<file path="config.mk">
export PLATFORM = sky130hd
export DESIGN_NAME = path_metric_argbest
export DESIGN_NICKNAME = d
export VERILOG_FILES = /design/src/rtl/path_metric_argbest.sv
export SDC_FILE = /design/constraint.sdc
export NUM_CORES = 2
export LEC_CHECK = 0
export ABC_CLOCK_PERIOD_IN_PS = 23600
export CORE_MARGIN = 2
export CORE_UTILIZATION = 57
export DETAILED_ROUTE_END_ITERATION = 12
export PLACE_DENSITY = 0.81
export SETUP_SLACK_MARGIN = 0.2
export SYNTH_ARGS = -nofsm -noshare
export SYNTH_HDL_FRONTEND = slang
export SYNTH_SLANG_ARGS = --single-unit
</file>
<file path="constraint.sdc">
create_clock -name clk -period 23.6 [get_ports clk]
set_clock_uncertainty 0.2 [all_clocks]
set_input_delay 3.54 -clock clk [delete_from_list [all_inputs] [get_ports clk]]
set_output_delay 3.54 -clock clk [all_outputs]
set_load 0.03 [all_outputs]
</file>
<file path="src/rtl/path_metric_argbest.sv">
// Pipelined arg-min / arg-max over N_STATES packed unsigned path metrics.
// One registered comparator-tree level per cycle; a tie always goes to the lower state index.
module path_metric_argbest #(
    parameter int N_STATES = 64,
    parameter int METRIC_W = 7
) (
    input  logic                          clk,
    input  logic                          rst,
    input  logic                          flush,
    input  logic                          in_valid,
    input  logic                          find_min,
    input  logic [N_STATES*METRIC_W-1:0]  metrics,
    output logic                          out_valid,
    output logic [$clog2(N_STATES)-1:0]   best_index,
    output logic [METRIC_W-1:0]           best_metric,
    output logic                          busy
);
    localparam int IDX_W  = $clog2(N_STATES);
    localparam int LEVELS = $clog2(N_STATES);
    localparam int NODES  = 2 * N_STATES;

    // Heap numbering: node 1 is the root, node n has children 2n (lower index) and 2n+1;
    // leaves N_STATES..2*N_STATES-1 carry states 0..N_STATES-1 straight from the input.
    logic [METRIC_W-1:0] node_met [1:NODES-1];
    logic [IDX_W-1:0]    node_idx [1:NODES-1];
    logic [LEVELS:0]     vld_at;
    logic [LEVELS-1:0]   mode_at;

    assign vld_at[0]  = in_valid;
    assign mode_at[0] = find_min;

    for (genvar k = 0; k < N_STATES; k++) begin : g_leaf
        assign node_met[N_STATES+k] = metrics[k*METRIC_W +: METRIC_W];
        assign node_idx[N_STATES+k] = IDX_W'(k);
    end

    for (genvar lv = 1; lv <= LEVELS; lv++) begin : g_level
        logic vld_q;
        logic load;

        assign load       = vld_at[lv-1] & ~flush;
        assign vld_at[lv] = vld_q;

        // Stage valid: dropped by flush, otherwise follows the previous stage
        always_ff @(posedge clk or posedge rst) begin
            if (rst) begin
                vld_q <= 1'b0;
            end else if (flush) begin
                vld_q <= 1'b0;
            end else begin
                vld_q <= vld_at[lv-1];
            end
        end

        // The final level has no consumer for the mode, so it is not stored there
        if (lv < LEVELS) begin : g_mode
            logic mode_q;

            // Mode travels alongside its own sample
            always_ff @(posedge clk or posedge rst) begin
                if (rst) begin
                    mode_q <= 1'b0;
                end else if (load) begin
                    mode_q <= mode_at[lv-1];
                end else begin
                    mode_q <= mode_q;
                end
            end

            assign mode_at[lv] = mode_q;
        end

        for (genvar j = 0; j < (N_STATES >> lv); j++) begin : g_node
            localparam int NODE = (N_STATES >> lv) + j;
            logic [METRIC_W-1:0] met_q;
            logic [IDX_W-1:0]    idx_q;
            logic                right_wins;

            // Right child must be strictly better, so equal metrics keep the lower index
            assign right_wins = mode_at[lv-1] ? (node_met[2*NODE+1] < node_met[2*NODE])
                                              : (node_met[2*NODE+1] > node_met[2*NODE]);

            // Node winner register, loaded only when a live sample arrives
            always_ff @(posedge clk or posedge rst) begin
                if (rst) begin
                    met_q <= '0;
                    idx_q <= '0;
                end else if (load) begin
                    met_q <= right_wins ? node_met[2*NODE+1] : node_met[2*NODE];
                    idx_q <= right_wins ? node_idx[2*NODE+1] : node_idx[2*NODE];
                end else begin
                    met_q <= met_q;
                    idx_q <= idx_q;
                end
            end

            assign node_met[NODE] = met_q;
            assign node_idx[NODE] = idx_q;
        end
    end

    assign out_valid   = vld_at[LEVELS];
    assign best_index  = node_idx[1];
    assign best_metric = node_met[1];
    assign busy        = |vld_at[LEVELS:1];

endmodule

</file>
==> results.txt <==
CTS Buf Count: 66
WP data arrival: 7200 ps
Syn_area_per_cell: 9.02 um^2
CP delay by family, top: buffers and inverters
Most frequent cell after synthesis: dfrtp_1
Post-synthesis cell count: 4341
Post-synth ARST share: 100%
Die Footprint: 70800 um^2
Clk sinks: 599
Cell Pwr Density: 91.5 nW/um^2
Share of cells above drive strength 1: 3.37%
Reg2Reg Setup Slack: 20440 ps
Req. time, crit path: 24060 ps
Dpl hpwl: 85300 um
Post-synth top area share: 38.3%
Placer congestion estimate: 0.930
CTS tree: done
WS Path Type: in -> async
Top post-synthesis cells by count: 599 x dfrtp_1, 573 x nand2_1, 446 x inv_1, 441 x ha_1, 437 x a21oi_1
Outcome: finished clean
FF+latch count, synth: 599
H-Tree Depth: 3
Worst setup SP type: input pin
Main flop type after synthesis: dfrtp_1
Final nets: 5555
Post-CTS setup buffers: 0
Worst hold path class: reg -> reg
# IOs: 468
Worst-path clk slew: 60 ps
P_leak: 21.4 nW
Cell taking the most area after synthesis: dfrtp_1
Resized Gates After CTS: 0
Slew @ Worst Pin: 1310 ps
Netlist Area Pre-Place: 39200 um^2
Slew Limit Fails: 0
Max-cap violations: 0
CTS Hold Bufs: 0
Final period util: 28.5%
Final Util: 68.1%
Syn_nets: 5235
Critical path's slowest cell: buf_4
Core area: 68300 um^2
WP buf/inv: 5
Row count: 96
Yosys warns: 0
Grt ovf: 0
P&R area growth vs syn: 18.9%
Initial antenna violation count: 4
CTS max path bufs: 3
Root buf cell: clkbuf_16
DR WL/cell: 20.3 um
Crit-path max cell delay: 840 ps
Vias in the first global route: 34700
Pin count of the biggest net entering global routing: 186
Initial detailed-routing violation count: 2951
Most frequent CP cell: buf_4
Slew headroom: 11.8%
Via density: 6.39
1st-pass router iterations: 6
Post-Layout Cell Count: 5596
# DRC: 0
Vias: 35700
Setup crit end kind: async pin
Largest cells by area after synthesis: dfrtp_1 38%, ha_1 14%, a221o_1 7.8%
Max Fclk: 0.149 GHz
Post-synthesis cell type count: 49
Total GRT Usage: 31.8%
Critical Path Fanout Max: 131
Die extent in x: 266 um
PortBufs: 467
Fin. Hold Viols: 0
Endpoints failing setup: 0
RSZ-0062 raised after global routing: false
Seq/Total Area, Yosys: 38.3%
Initial Utilization: 57.3%
Final worst path period need: 6730 ps
Fillers: 5336
Drt total wl: 113000 um
Clock Latency Late Sink: 610 ps
Placed Cells: 5475
TNS Setup: 0 ps
Number of synthesized flops with an enable pin: 0
Worst path cell trace: clkdlybuf4s50_1, inv_8, buf_4, buf_4, buf_4
Die height: 266 um
First-pass GRT wire length: 182000 um
Worst vdd ir: 0.0582 mV
ANT nets after route: 0
==> metrics by stage <==
stage | worst slack, ps | area [um^2] | hold WS [ps] | power (mW)
2_1_floorplan | 3090 | 39200 | 235 | 2.64
3_3_place_gp | 16140 | 44200 | 249 | 3.06
4_1_cts | 16720 | 46500 | 279 | 4.25
6_report | 16870 | 46500 | 276 | 4.26
5_1_grt | 16290 | 46500 | 287 | 4.53
3_5_place_dp | 16090 | 44200 | 264 | 3.13
==> kinds of logic after synthesis <==
group	count (synthesis)	synth area share, %
flip-flops	599	38.3
AO/OA/AOI/OAI	1424	26.0
buffers and inverters	688	6.80
adder cells (fa/ha/maj)	441	14.1
AND/OR/NAND/NOR	1189	14.9
==> final timing paths <==
path / start / endpoint / cells past startpoint
hold reg to reg: g_level[3].g_node[7].idx_q[2] / g_level[3].g_node[7].idx_q[2] / 1
setup / recovery: rst / g_level[1].g_node[21].met_q[5] / 5
hold / removal: g_level[3].g_node[7].idx_q[2] / g_level[3].g_node[7].idx_q[2] / 1
max in group clk: flush / g_level[1].g_node[30].met_q[5] / 6
setup reg to reg: g_level[1].vld_q / g_level[2].g_node[8].idx_q[1] / 5
min in group asynchronous: rst / g_level[1].g_node[1].met_q[0] / 2
==> area by class of cell <==
cell class,count,area (um^2),area share [%]
repair buffers,490,4840,10.4
flip-flops and latches,599,15000,32.2
diodes,1,2.50,0.00538
multi-input cells,3054,21500,46.3
well taps,882,1100,2.37
clock buffers,103,2130,4.57
inverters,450,1710,3.67
clock inverters,17,243,0.521
==> power breakdown <==
part / leakage, nW / total, mW / switching (mW) / internal (mW)
Clock: 1.17 / 1.11 / 0.422 / 0.686
Sequential: 7.49 / 1.68 / 0.352 / 1.33
Combinational: 12.7 / 1.47 / 0.810 / 0.662
==> worst reg2reg max path: cells and delay by family, from the launching register on <==
family                 cells  cell delay, ps
AOI/OAI and AO/OA          1             200
and+or+nand+nor            2            1070
DFF                        1             420
buffers and inverters      2            1200
==> state kept, by name, summed over array words and instances (netlist names) <==
register               count
g_level.g_node.met_q     434
out_valid                  1
g_level.g_node.idx_q     141
best_index                 6
g_level.vld_q              5
best_metric                7
g_level.g_mode.mode_q      5
==> layer usage <==
metal  global-route usage (%)  vias up  share of wire (%)
met3                     4.18      272                6.0
li1                         -    16900                  -
met5                        0        -              0.033
met1                     42.0    17300                 42
met4                     11.9        6                3.8
met2                     53.7     1246                 49
==> placed cells by master (no fill, tap or decap), types with 137 or more instances in the layout <==
cell type / instances
inv_1: 444
ha_1: 441
a221o_1: 307
nor2_1: 141
a21o_1: 137
nand4_1: 192
clkdlybuf4s50_1: 466
dfrtp_1: 598
nand2_1: 573
a21oi_1: 437
No activity file was read; power rests on OpenSTA's default activity.
